===== src/rtl/box_physics_register.sv =====
// Vertical position/velocity register for the box: gravity, tap impulse, ceiling/floor
// clamping and a four-state flight FSM, all advanced once per game tick.
module box_physics_register #(
  parameter int Y_WIDTH      = 7,
  parameter int V_WIDTH      = 4,
  parameter int Y_INIT       = 60,
  parameter int Y_MIN        = 0,
  parameter int Y_MAX        = 120,
  parameter int GRAVITY      = 1,
  parameter int GRAVITY_DIV  = 2,
  parameter int FLAP_IMPULSE = 4,
  parameter int V_MAX_FALL   = 7
) (
  input  logic               i_game_tick_clock,
  input  logic               i_reset,
  input  logic               i_tap,
  input  logic               i_freeze,
  input  logic               i_restart,
  output logic [Y_WIDTH-1:0] o_y_coordinate,
  output logic [V_WIDTH-1:0] o_velocity,
  output logic [1:0]         o_flight_state,
  output logic               o_hit_floor,
  output logic               o_hit_ceiling
);

  if (!(Y_MIN < Y_INIT && Y_INIT < Y_MAX && Y_MAX <= (2 ** Y_WIDTH) - 1 &&
        FLAP_IMPULSE <= 2 ** (V_WIDTH - 1) && V_MAX_FALL <= (2 ** (V_WIDTH - 1)) - 1 &&
        GRAVITY_DIV >= 1 && V_WIDTH <= Y_WIDTH + 2)) begin : g_param_check
    $error("box_physics_register: illegal parameter combination");
  end

  localparam int SW = Y_WIDTH + 2;
  localparam int VW = V_WIDTH + 2;
  localparam int CW = (GRAVITY_DIV > 1) ? $clog2(GRAVITY_DIV) : 1;

  localparam logic signed [SW-1:0] YMaxS     = SW'(Y_MAX);
  localparam logic signed [SW-1:0] YMinS     = SW'(Y_MIN);
  localparam logic signed [VW-1:0] VMaxFallS = VW'(V_MAX_FALL);
  localparam logic [Y_WIDTH-1:0]   YInit     = Y_WIDTH'(Y_INIT);
  localparam logic [Y_WIDTH-1:0]   YMax      = Y_WIDTH'(Y_MAX);
  localparam logic [Y_WIDTH-1:0]   YMin      = Y_WIDTH'(Y_MIN);
  localparam logic [V_WIDTH-1:0]   VFlap     = V_WIDTH'(-FLAP_IMPULSE);
  localparam logic [V_WIDTH-1:0]   VMaxFall  = V_WIDTH'(V_MAX_FALL);
  localparam logic [CW-1:0]        CntLast   = CW'(GRAVITY_DIV - 1);

  typedef enum logic [1:0] {
    StIdle     = 2'd0,
    StFlying   = 2'd1,
    StFalling  = 2'd2,
    StGrounded = 2'd3
  } flight_state_e;

  flight_state_e      r_state, w_state_d;
  logic [Y_WIDTH-1:0] r_y, w_y_d;
  logic [V_WIDTH-1:0] r_v, w_v_d;
  logic [CW-1:0]      r_cnt, w_cnt_d;
  logic               r_hit_floor, w_hit_floor_d;
  logic               r_hit_ceiling, w_hit_ceiling_d;

  logic signed [SW-1:0] w_sum;
  logic signed [VW-1:0] w_v_grav;

  // Wide signed arithmetic so neither the position sum nor the gravity add can wrap
  assign w_sum    = $signed({2'b00, r_y}) + SW'($signed(r_v));
  assign w_v_grav = VW'($signed(r_v)) + VW'(GRAVITY);

  always_comb begin
    w_state_d       = r_state;
    w_y_d           = r_y;
    w_v_d           = r_v;
    w_cnt_d         = r_cnt;
    w_hit_floor_d   = 1'b0;
    w_hit_ceiling_d = 1'b0;
    if (!i_freeze) begin
      unique case (r_state)
        StIdle: begin
          if (i_tap) begin
            w_v_d     = VFlap;
            w_cnt_d   = '0;
            w_state_d = StFlying;
          end
        end
        StFlying, StFalling: begin
          if (w_sum >= YMaxS) begin
            w_y_d         = YMax;
            w_v_d         = '0;
            w_state_d     = StGrounded;
            w_hit_floor_d = 1'b1;
          end else if (w_sum <= YMinS) begin
            w_y_d           = YMin;
            w_v_d           = '0;
            w_cnt_d         = '0;
            w_state_d       = StFalling;
            w_hit_ceiling_d = 1'b1;
          end else begin
            w_y_d = w_sum[Y_WIDTH-1:0];
            if (i_tap) begin
              w_v_d   = VFlap;
              w_cnt_d = '0;
            end else if (r_cnt == CntLast) begin
              w_v_d   = (w_v_grav > VMaxFallS) ? VMaxFall : w_v_grav[V_WIDTH-1:0];
              w_cnt_d = '0;
            end else begin
              w_cnt_d = r_cnt + 1'b1;
            end
            w_state_d = w_v_d[V_WIDTH-1] ? StFlying : StFalling;
          end
        end
        StGrounded: begin
          if (i_restart) begin
            w_y_d     = YInit;
            w_v_d     = '0;
            w_cnt_d   = '0;
            w_state_d = StIdle;
          end
        end
        default: ;
      endcase
    end
  end

  always_ff @(posedge i_game_tick_clock) begin
    if (i_reset) begin
      r_state       <= StIdle;
      r_y           <= YInit;
      r_v           <= '0;
      r_cnt         <= '0;
      r_hit_floor   <= 1'b0;
      r_hit_ceiling <= 1'b0;
    end else begin
      r_state       <= w_state_d;
      r_y           <= w_y_d;
      r_v           <= w_v_d;
      r_cnt         <= w_cnt_d;
      r_hit_floor   <= w_hit_floor_d;
      r_hit_ceiling <= w_hit_ceiling_d;
    end
  end

  assign o_y_coordinate = r_y;
  assign o_velocity     = r_v;
  assign o_flight_state = r_state;
  assign o_hit_floor    = r_hit_floor;
  assign o_hit_ceiling  = r_hit_ceiling;

endmodule


===== config.mk =====
export PLATFORM = sky130hd
export DESIGN_NAME = box_physics_register
export DESIGN_NICKNAME = d
export VERILOG_FILES = /design/src/rtl/box_physics_register.sv
export SDC_FILE = /design/constraint.sdc
export NUM_CORES = 1
export LEC_CHECK = 0
export ABC_AREA = 1
export CAP_MARGIN = 20
export CORE_MARGIN = 5
export CORE_UTILIZATION = 35
export DETAILED_ROUTE_END_ITERATION = 8
export HOLD_SLACK_MARGIN = 0.08
export PLACE_DENSITY = 0.54
export SLEW_MARGIN = 5
export SYNTH_ARGS = -nofsm -noshare
export SYNTH_HDL_FRONTEND = slang
export SYNTH_SLANG_ARGS = --single-unit
export TNS_END_PERCENT = 30

===== constraint.sdc =====
create_clock -name i_game_tick_clock -period 3.1 [get_ports i_game_tick_clock]
set_input_delay 0.31 -clock i_game_tick_clock [delete_from_list [all_inputs] [get_ports i_game_tick_clock]]
set_output_delay 0.31 -clock i_game_tick_clock [all_outputs]
set_load 0.005 [all_outputs]

==> results of run 1 <==
[area by class of cell]
type                       instances  area, sq um  area share
tap                               48         60.1      0.0361
clock buffer                       4         55.1      0.0331
sequential                        16          320       0.193
inverter                          38          143      0.0858
timing repair buffer              21          205       0.123
multi-input combinational        162          880       0.529
[logic make-up after synthesis]
| logic type | share of synthesized area |
|---|---|
| and+or+nand+nor | 0.377 |
| buffers and inverters | 0.116 |
| AOI/OAI and AO/OA | 0.117 |
| DFF | 0.236 |
| adders and majority gates | 0.135 |
| xor gates and xnor gates | 0.0194 |
[state kept, by name, summed over array words and instances (netlist names)]
signal / flops
o_y_coordinate: 7
o_velocity: 4
o_flight_state: 2
o_hit_ceiling: 1
o_hit_floor: 1
r_cnt: 1
[cells in the final DEF, fill, tap and decap left out, types with 2 or more instances in the layout]
cell type / n
nand2_1: 51
inv_1: 36
nor2_1: 26
clkdlybuf4s50_1: 19
a21oi_1: 17
dfxtp_1: 16
nand3_1: 13
ha_1: 13
nand4_1: 9
o21ai_0: 8
nand2_2: 5
o21ai_1: 5
clkbuf_8: 4
nor3_1: 3
inv_2: 2
xor2_1: 2
nor4_1: 2
buf_4: 2
[layer usage]
| metal | vias to the layer above | wire length [microns] | track usage |
|---|---|---|---|
| met5 | - | 0 | 0 |
| met4 | 0 | 67 | 0.0626 |
| met3 | 7 | 105 | 0.0249 |
| met2 | 31 | 1580 | 0.214 |
| met1 | 601 | 1670 | 0.177 |
| li1 | 746 | - | - |
[worst max-delay path, cell delays in order, from the launching register on]
cell     delay [ns]
dfxtp_1        0.46
ha_1           0.23
inv_1          0.06
fa_1           0.48
inv_1          0.05
or2_2          0.26
nor2_1         0.10
nand3_1        0.08
nor2_1         0.09
nand2_1        0.10
nand2_2        0.15
inv_2          0.09
nand2_2        0.07
o21ai_1        0.06
o21ai_1        0.14
inv_1          0.05
[stage by stage]
stage / area [sq um] / std cells / setup WS (ns)
finish: 1660 / 289 / 0.528
global route: 1660 / 289 / 0.214
CTS: 1660 / 289 / 0.524
detailed placement: 1610 / 285 / 0.544
global placement: 1610 / 285 / 0.543
floorplan: 1360 / 218 / 0.752
[power by group through the flow]
stage / Sequential (mW) / Combinational, mW / Clock (mW)
after floorplan: 0.241 / 0.236 / 0
after global placement: 0.243 / 0.320 / 0
after detailed placement: 0.243 / 0.316 / 0
after CTS: 0.238 / 0.317 / 0.195
after global routing: 0.241 / 0.358 / 0.206
final: 0.238 / 0.316 / 0.188
[how the worst max path moves through the flow]
| stage | start | cells after the start | slack, ns | to |
|---|---|---|---|---|
| detailed placement | o_velocity[0] | 15 | 0.54 | o_flight_state[0] |
| global placement | o_velocity[0] | 15 | 0.54 | o_flight_state[0] |
| global route | o_velocity[0] | 15 | 0.21 | o_velocity[0] |
| CTS | o_velocity[0] | 15 | 0.52 | o_flight_state[0] |
| finish | o_velocity[0] | 15 | 0.53 | o_flight_state[0] |
| floorplan | o_velocity[0] | 15 | 0.75 | o_flight_state[0] |
==> metrics.md, run 1 <==
| Metric | Value |
|---|---|
| Vias/cell | 4.79 |
| Routed WL per cell | around 12 microns |
| Worst vdd ir | roughly 0.23 mV |
| Most used DFF post-synth | dfxtp_1 |
| Sequential element share of the synthesized area | 0.236 |
| Synth top area cells | dfxtp_1 (24%), nand2_1 (14%), ha_1 (12%) |
| Clock period minus worst slack | 2.57 ns |
| Sw frac | 0.389 |
| Core area | 0.00372 sq mm |
| HP Class | reg2reg |
| GR Overflow Total | 0 |
| Int Power | 453 uW |
| Die Footprint | about 0.0052 sq mm |
| Post-synth top area share | 0.236 |
| Post-layout util | 0.447 |
| Largest net degree at the start of global routing | 12 |
| CTS Sinks | 16 |
| WHS | between 0.5 and 0.6 ns |
| First-pass GRT wire length | 5520 microns |
| Cell row count | 22 |
| Reg clk slew, reported paths | around 0.060 ns |
| Htree depth | 1 |
| YS warnings | 0 |
| Max-Slew Margin vs Limit | 0.738 |
| Crit path DAT | 2.72 ns |
| Number of antenna violations at the first check in global routing | 0 |
| Post-DP HPWL | 2840 microns |
| Clock Path Buffers | 2 |
| Clock power share | 0.253 |
| Area Growth Syn to Fin | 22.5% |
| Starting density of the core | 0.365 |
| Max FO, Critical Path | 8 |
| Hold path startpoint | o_y_coordinate[0] |
| Reg-to-reg endpoint | o_flight_state[0] |
| Synth cell types | 25 |
| Crit end category | flip-flop |
| Mapped cell area | roughly 0.0014 sq mm |
| # hold bufs at CTS | 0 |
| Worst Hold End | o_y_coordinate[0] |
| Final hold vios | 0 |
| N_diodes | 0 |
| Vias in the first global route | 1227 |
| Maxcap violations | 0 |
| Setup crit start kind | flip-flop |
| Root Buffer | clkbuf_8 |
| Mean post-synth cell area | slightly above 6 sq um |
| Worst reg2reg startpoint | o_velocity[0] |
| Async SR Flop Fraction | 0 |
| Total GRT Usage | 0.135 |
| Leak Pwr | roughly 0.81 nW |
| Comb pwr share | 0.426 |
| Depth of the worst register-to-register path | 15 |
| Peak Freq | 389 MHz |
| Psw | ~290 uW |
| GPL Wtd Cong | 0.830 |
| Setup bufs post-CTS | 0 |
| Post-synth EDFFs | 0 |
| Fill count | between 300 and 400 |
| Synth top cells by count | nand2_1 (51), inv_1 (36), nor2_1 (26) |
| Sequential Power Share | 0.321 |
| IO Pins | 20 |
| Syn nets | roughly 240 |
| Routed Antenna Nets | 0 |
| Dominant cell by count in the synthesized netlist | nand2_1 |
| Mapped Cells | about 220 |
| Critical Path RT | 3.25 ns |
| Total length of routed wires | between 3000 and 4000 microns |
| Post-CTS Resized | 0 |
| CTS tree | done |
| Setup Skew | between 0.0005 and 0.0006 ns |
| Final Net Count | roughly 260 |
| Vias | ~1400 |
| DRT iter0 DRCs | 62 |
| Slew Viols, Final | 0 |
| Pwr Density | between 400 and 500 mW/mm^2 |
| Residual DRC | 0 |
| PortBufs | 19 |
| Worst Tran Pin Value | 0.392 ns |
| Inserted Clock Buffers | 3 |
| Share of cells above drive strength 1 | 0.0747 |
| Outcome | finished clean |
| Worst-Skew Late Latency | around 0.25 ns |
| Chip height | approximately 72 microns |
| Drt first pass iters | 4 |
| RSZ-0062 raised after global routing | no |
| Yosys reg bits | 16 |
| Fin crit share | 0.830 |
| Setup tns final | 0 ns |
| # setup viols final | 0 |
| WHS Path Cells | 2 |
| Total power | around 740 uW |
| Setup slack, reg-to-reg | 0.53 ns |
| Crit Path Category | reg2reg |
| Leading area contributor after synthesis | dfxtp_1 |
| DIE WIDTH | 72.3 microns |
Power figures use the tool's default switching activity.
==> run 2: changes to the inputs <==
- PLACE_DENSITY: 0.54 -> 0.56
- clock period: 3.1 -> 2.25 ns (I/O delays scaled with it)
==> metrics.md, run 2 (same netlist as run 1, synthesis figures left out) <==
| Metric | Value |
|---|---|
| Outcome | finished clean |
| Chip height | 72.3 microns (unchanged) |
| Vias/cell | 4.84 (+0.97%) |
| Slew Viols, Final | 0 (unchanged) |
| CTS Sinks | 16 (unchanged) |
| Worst Hold End | o_flight_state[1] |
| Worst vdd ir | 0.283 mV (+23%) |
| # setup viols final | 0 (unchanged) |
| Largest net degree at the start of global routing | 10 (-2) |
| Cell row count | 22 (unchanged) |
| Setup crit start kind | flip-flop |
| Area Growth Syn to Fin | 34.4% |
| PnR worst setup slack | 0.00161 ns (-0.526 ns) |
| Starting density of the core | 0.365 (unchanged) |
| Crit path DAT | 2.39 ns (-0.33 ns) |
| Residual DRC | 0 (unchanged) |
| Max FO, Critical Path | 5 (-3) |
| Number of antenna violations at the first check in global routing | 0 (unchanged) |
| Maxcap violations | 0 (unchanged) |
| Finished Layout Cells | 304 (+5.2%) |
| GR Overflow Total | 0 (unchanged) |
| Final hold vios | 0 (unchanged) |
| First-pass GRT wire length | 6040 microns (+9.5%) |
| Reg clk slew, reported paths | 0.07 ns (about the same) |
| Inst Count DP | 298 (+4.6%) |
| Place WS | -0.0996 ns (-0.644 ns) |
| PortBufs | 19 (unchanged) |
| WHS Path Cells | 2 (unchanged) |
| Inserted Clock Buffers | 3 (unchanged) |
| Max-Slew Margin vs Limit | 0.742 (+0.00371) |
| Total length of routed wires | 3540 microns (+3.7%) |
| Worst reg2reg startpoint | o_velocity[0] |
| Worst-Skew Late Latency | 0.25 ns (about the same) |
| Depth of the worst register-to-register path | 15 (unchanged) |
| Crit Path Category | reg2reg |
| N_diodes | 0 (unchanged) |
| Worst Tran Pin Value | 0.383 ns (-0.00838 ns) |
| Die Footprint | 0.00522 sq mm (unchanged) |
| Setup Skew | 0.00751 ns (+0.00697 ns) |
| Core area | 0.00372 sq mm (unchanged) |
| DRT iter0 DRCs | 56 (-9.7%) |
| Most frequent cells in the layout | nand2_1 (49), inv_1 (33), nor2_1 (23) |
| Share of cells above drive strength 1 | 0.184 (+0.109) |
| GPL Wtd Cong | 0.854 (+2.8%) |
| Vias | 1471 (+6.2%) |
| Routed WL per cell | 11.7 microns (-1.4%) |
| Post-DP HPWL | 2940 microns (+3.5%) |
| Vias in the first global route | 1382 (+13%) |
| Leak Pwr | 0.880 nW (+8.7%) |
| Fill count | 399 (+1.0%) |
| Crit end category | flip-flop |
| Total GRT Usage | 0.142 (+0.00689) |
| Routed Antenna Nets | 0 (unchanged) |
| IO Pins | 20 (unchanged) |
| Clock period minus worst slack | 2.25 ns (-0.324 ns) |
| Fin crit share | 0.999 (+0.169) |
| Multi-input logic area | 925 sq um (+5.1%) |
| Reg area | 327 sq um (+2.0%) |
| Root Buffer | clkbuf_8 |
| Clock Path Buffers | 2 (unchanged) |
| HP Class | reg2reg |
| Drt first pass iters | 4 (unchanged) |
| Hold path startpoint | o_flight_state[1] |
| RSZ-0062 raised after global routing | yes |
| Critical Path RT | 2.39 ns (-0.86 ns) |
| # hold bufs at CTS | 0 (unchanged) |
| Peak Freq | 445 MHz (+14%) |
| DIE WIDTH | 72.3 microns (unchanged) |
| Commonest non-fill, non-tap cell in the layout | nand2_1 |
| CTS tree | done |
| Flip-flop count of the largest register after layout | 7 (unchanged) |
| Final Net Count | 276 (+5.7%) |
| Htree depth | 1 (unchanged) |
| Reg-to-reg endpoint | o_flight_state[0] |
| Setup slack, reg-to-reg | 0.002 ns (-0.53 ns) |
| Pwr Density | 592 mW/mm^2 (+33%) |
run 2: changes by cell type in the layout (fill, tap and decap cells not counted), moves of 3 or more:
cell / change
o21ai_0: -3
nor2_1: -3
dfxtp_1: -3
inv_2: +3
buf_4: +13
inv_1: -3
o21ai_1: +3
run 2: metal layers:
metal  wire length, microns  vias up  GRT usage
met4                     23        0     0.0251
li1                       -      777          -
met2                   1720       25      0.250
met1                   1670      667      0.188
met3                    124        2     0.0166
met5                      0        -          0
run 2: what timing repair did:
| item | 4_1_cts | 5_1_grt |
|---|---|---|
| buffers inserted | 2 | 0 |
| pin swaps | 10 | 6 |
| gates resized for setup | 10 | 10 |
| endpoints found under the setup margin | 10 | 14 |
run 2: area by class of cell:
cell class | instances | share of cell area
Tap cell | 48 | 0.0329
Sequential cell | 16 | 0.179
Multi-Input combinational cell | 162 | 0.507
Inverter | 38 | 0.0782
Timing Repair Buffer | 36 | 0.178
Clock buffer | 4 | 0.0247
run 2: per-stage QoR:
step	total power [mW]	utilization	setup TNS, ns	instance area, sq um	hold slack, ns
3_5_place_dp	0.827	0.463	-0.522	1720	0.502
4_1_cts	1.07	0.483	-0.197	1800	0.512
6_report	1.08	0.491	0	1820	0.506
5_1_grt	1.17	0.491	-0.990	1820	0.550
3_3_place_gp	0.830	0.463	-0.187	1720	0.500
2_1_floorplan	0.658	-	0	1370	0.412
run 2: report_power, final:
group	internal (mW)	switching, mW
Clock	0.125	0.101
Combinational	0.229	0.303
Sequential	0.304	0.0178
run 2: worst max path at each step:
stage                       from                end  slack (ns)
5_1_grt            o_velocity[0]              r_cnt       -0.14
6_report           o_velocity[0]  o_flight_state[0]       0.002
3_5_place_dp   o_y_coordinate[0]      o_velocity[0]        -0.1
4_1_cts            o_velocity[0]      o_velocity[0]       -0.08
3_3_place_gp   o_y_coordinate[0]      o_velocity[0]       -0.09
2_1_floorplan  o_y_coordinate[0]  o_flight_state[0]        0.01
run 2: critical path, cell delays in order (launching register included):
cell     delay (ns)
dfxtp_4        0.36
ha_4           0.13
inv_2          0.03
fa_2           0.53
inv_2          0.04
or2_4          0.22
nor2_2         0.07
nand3_1        0.06
nor2_1         0.09
nand2_1        0.10
nand2_2        0.13
inv_2          0.08
nand2_2        0.07
o21ai_1        0.06
o21ai_1        0.12
inv_1          0.04
==> run 3: changes to the inputs <==
- ABC_AREA: 1 -> 0
- PLACE_DENSITY: 0.56 -> 0.55
- TNS_END_PERCENT: 30 -> unset
==> metrics.md, run 3 <==
| Metric | Value |
|---|---|
| Flip-flop count of the largest register after layout | 7 (unchanged) |
| Clock period minus worst slack | 2.57 ns (+0.324 ns) |
| Residual DRC | 0 (unchanged) |
| Dominant cell by count in the synthesized netlist | dfxtp_1 |
| Mapped Cells | 170 (-22%) |
| Commonest non-fill, non-tap cell in the layout | buf_4 |
| CTS tree | done |
| Most used DFF post-synth | dfxtp_1 |
| Setup crit start kind | flip-flop |
| Post-synth EDFFs | 0 (unchanged) |
| Max-Slew Margin vs Limit | 0.707 (-0.0350) |
| Post-synth top area share | 0.227 (-0.00859) |
| Total length of routed wires | 4490 microns (+27%) |
| Vias | 1588 (+8.0%) |
| Core area | 0.00394 sq mm (+6.1%) |
| Fin crit share | 1.14 (+0.144) |
| Peak Freq | 389 MHz (-13%) |
| Total GRT Usage | 0.172 (+0.0298) |
| Routed WL per cell | 15.5 microns (+33%) |
| Yosys reg bits | 16 (unchanged) |
| Largest net degree at the start of global routing | 11 (+1) |
| Share of cells above drive strength 1 | 0.406 (+0.222) |
| HP Class | reg2reg |
| Most frequent cells in the layout | buf_4 (46), clkdlybuf4s50_1 (19), nand2_1 (14) |
| PnR worst setup slack | -0.322 ns (-0.324 ns) |
| Drt first pass iters | 4 (unchanged) |
| Vias in the first global route | 1564 (+13%) |
| Synth top area cells | dfxtp_1 (23%), ha_1 (12%), nand2_1 (4.0%) |
| Starting density of the core | 0.357 (-0.00797) |
| GPL Wtd Cong | 0.834 (-2.3%) |
| Async SR Flop Fraction | 0 (unchanged) |
| Final Net Count | 259 (-6.2%) |
| Setup tns final | -2.88 ns (-2.88 ns) |
| Max FO, Critical Path | 7 (+2) |
| Syn nets | 189 (-20%) |
| RSZ-0062 raised after global routing | yes |
| Leading area contributor after synthesis | dfxtp_1 |
| Reg clk slew, reported paths | 0.07 ns (about the same) |
| Sequential element share of the synthesized area | 0.227 (-0.00859) |
| CTS Sinks | 16 (unchanged) |
| Mean post-synth cell area | 8.29 sq um (+33%) |
| Failing checks | setup timing |
| Inst Count DP | 278 (-6.7%) |
| DRT iter0 DRCs | 65 (+16%) |
| Synth top cells by count | dfxtp_1 (16), nand2_1 (15), ha_1 (13) |
| Crit path DAT | 2.72 ns (+0.33 ns) |
| Worst-Skew Late Latency | 0.26 ns (about the same) |
| Maxcap violations | 0 (unchanged) |
| GR Overflow Total | 0 (unchanged) |
| Pwr Density | 629 mW/mm^2 (+6.2%) |
| # hold bufs at CTS | 0 (unchanged) |
| Crit Path Category | reg2reg |
| Slew Viols, Final | 0 (unchanged) |
| N_diodes | 0 (unchanged) |
| Synth cell types | 55 (+120%) |
| Finished Layout Cells | 289 (-4.9%) |
| PortBufs | 19 (unchanged) |
| Root Buffer | clkbuf_8 |
| Routed Antenna Nets | 0 (unchanged) |
| Cell row count | 23 (+4.5%) |
| Htree depth | 1 (unchanged) |
| Worst vdd ir | 0.275 mV (-2.8%) |
| Crit end category | flip-flop |
| Clock Path Buffers | 2 (unchanged) |
| Outcome | finished, violations left |
| Post-DP HPWL | 3390 microns (+15%) |
| Leak Pwr | 0.913 nW (+3.7%) |
| DIE WIDTH | 73.4 microns (+1.6%) |
| Critical Path RT | 2.40 ns (about the same) |
| YS warnings | 0 (unchanged) |
| Inserted Clock Buffers | 3 (unchanged) |
| # setup viols final | 13 (+13) |
| Area Growth Syn to Fin | 64.0% |
| Vias/cell | 5.49 (+14%) |
| IO Pins | 20 (unchanged) |
| Final hold vios | 0 (unchanged) |
| First-pass GRT wire length | 7220 microns (+19%) |
| Die Footprint | 0.00539 sq mm (+3.2%) |
| Mapped cell area | 0.00141 sq mm (+3.8%) |
| Chip height | 73.4 microns (+1.6%) |
| Setup Skew | 0.00720 ns (-0.000308 ns) |
| Worst Tran Pin Value | 0.437 ns (+0.0532 ns) |
| Post-layout util | 0.586 (+0.0953) |
| Number of antenna violations at the first check in global routing | 0 (unchanged) |
==> run 3: changes by cell type in the layout (fill, tap and decap cells not counted), sizes merged, moves of 7 or more <==
cell,before,now
a21oi,17,10
inv,38,12
nor2,28,11
nand2,57,15
buf,17,52
nand3,13,5
==> run 3: path summary, 6_finish.rpt <==
check / startpoint / to / slack [ns] / cells after the start
max: o_velocity[0] / o_velocity[2] / -0.32 / 10
min: o_y_coordinate[3] / o_y_coordinate[3] / 0.52 / 2
max reg2reg: o_velocity[0] / o_velocity[2] / -0.32 / 10
min reg2reg: o_y_coordinate[3] / o_y_coordinate[3] / 0.52 / 2
==> run 3: cell families (layout without fill, tap and decap cells) <==
kind of cell / Yosys count / after routing / synth area share
multiplexers: 1 / 1 / 0.00711
buffers and inverters: 18 / 87 / 0.0542
adder cells (fa/ha/maj): 14 / 14 / 0.130
AND/OR/NAND/NOR: 64 / 64 / 0.255
AO/OA/AOI/OAI: 51 / 51 / 0.279
XOR/XNOR: 6 / 6 / 0.0480
flip-flops: 16 / 16 / 0.227
==> run 3: layout make-up <==
cell class,count,area (sq um)
Fill cell,325,1630
Multi-Input combinational cell,136,1210
Timing Repair Buffer,71,603
Sequential cell,16,332
Tap cell,50,62.6
Clock buffer,4,55.1
Inverter,12,45.0
==> run 3: routing by layer <==
layer / global-route usage / vias up / part of all wire
met4: 0.0684 / 0 / 0.024
met3: 0.0287 / 12 / 0.035
met2: 0.296 / 43 / 0.50
met5: 0 / - / 0
li1: - / 772 / -
met1: 0.211 / 761 / 0.44
==> run 3: critical path: stages, from the launching register on <==
cell,delay [ns]
dfxtp_4,0.35
ha_4,0.15
buf_4,0.13
buf_6,0.11
a211oi_4,0.25
o21a_1,0.23
nand2_1,0.09
or4_1,0.54
and4bb_4,0.26
a41o_1,0.24
o211a_1,0.12
==> run 3: stage by stage <==
stage	worst slack, ns	hold slack [ns]	cell area (sq um)	power (mW)
floorplan	-0.335	0.303	1430	0.709
global placement	-0.367	0.504	1990	0.974
detailed placement	-0.409	0.526	1990	0.984
CTS	-0.316	0.536	2200	1.38
global route	-0.458	0.543	2310	1.53
finish	-0.322	0.519	2310	1.45
==> run 3: where the power goes <==
group	switching, mW	total, mW	internal [mW]
clock	0.118	0.274	0.156
combinational	0.407	0.867	0.460
sequential	0.0153	0.313	0.297
total	0.540	1.45	0.913
==> run 3: timing repair <==
| action | 4_1_cts | 5_1_grt |
|---|---|---|
| gates resized for setup | 23 | 17 |
| pin swaps | 24 | 15 |
| buffers inserted | 4 | 3 |
| setup endpoints to repair | 16 | 16 |
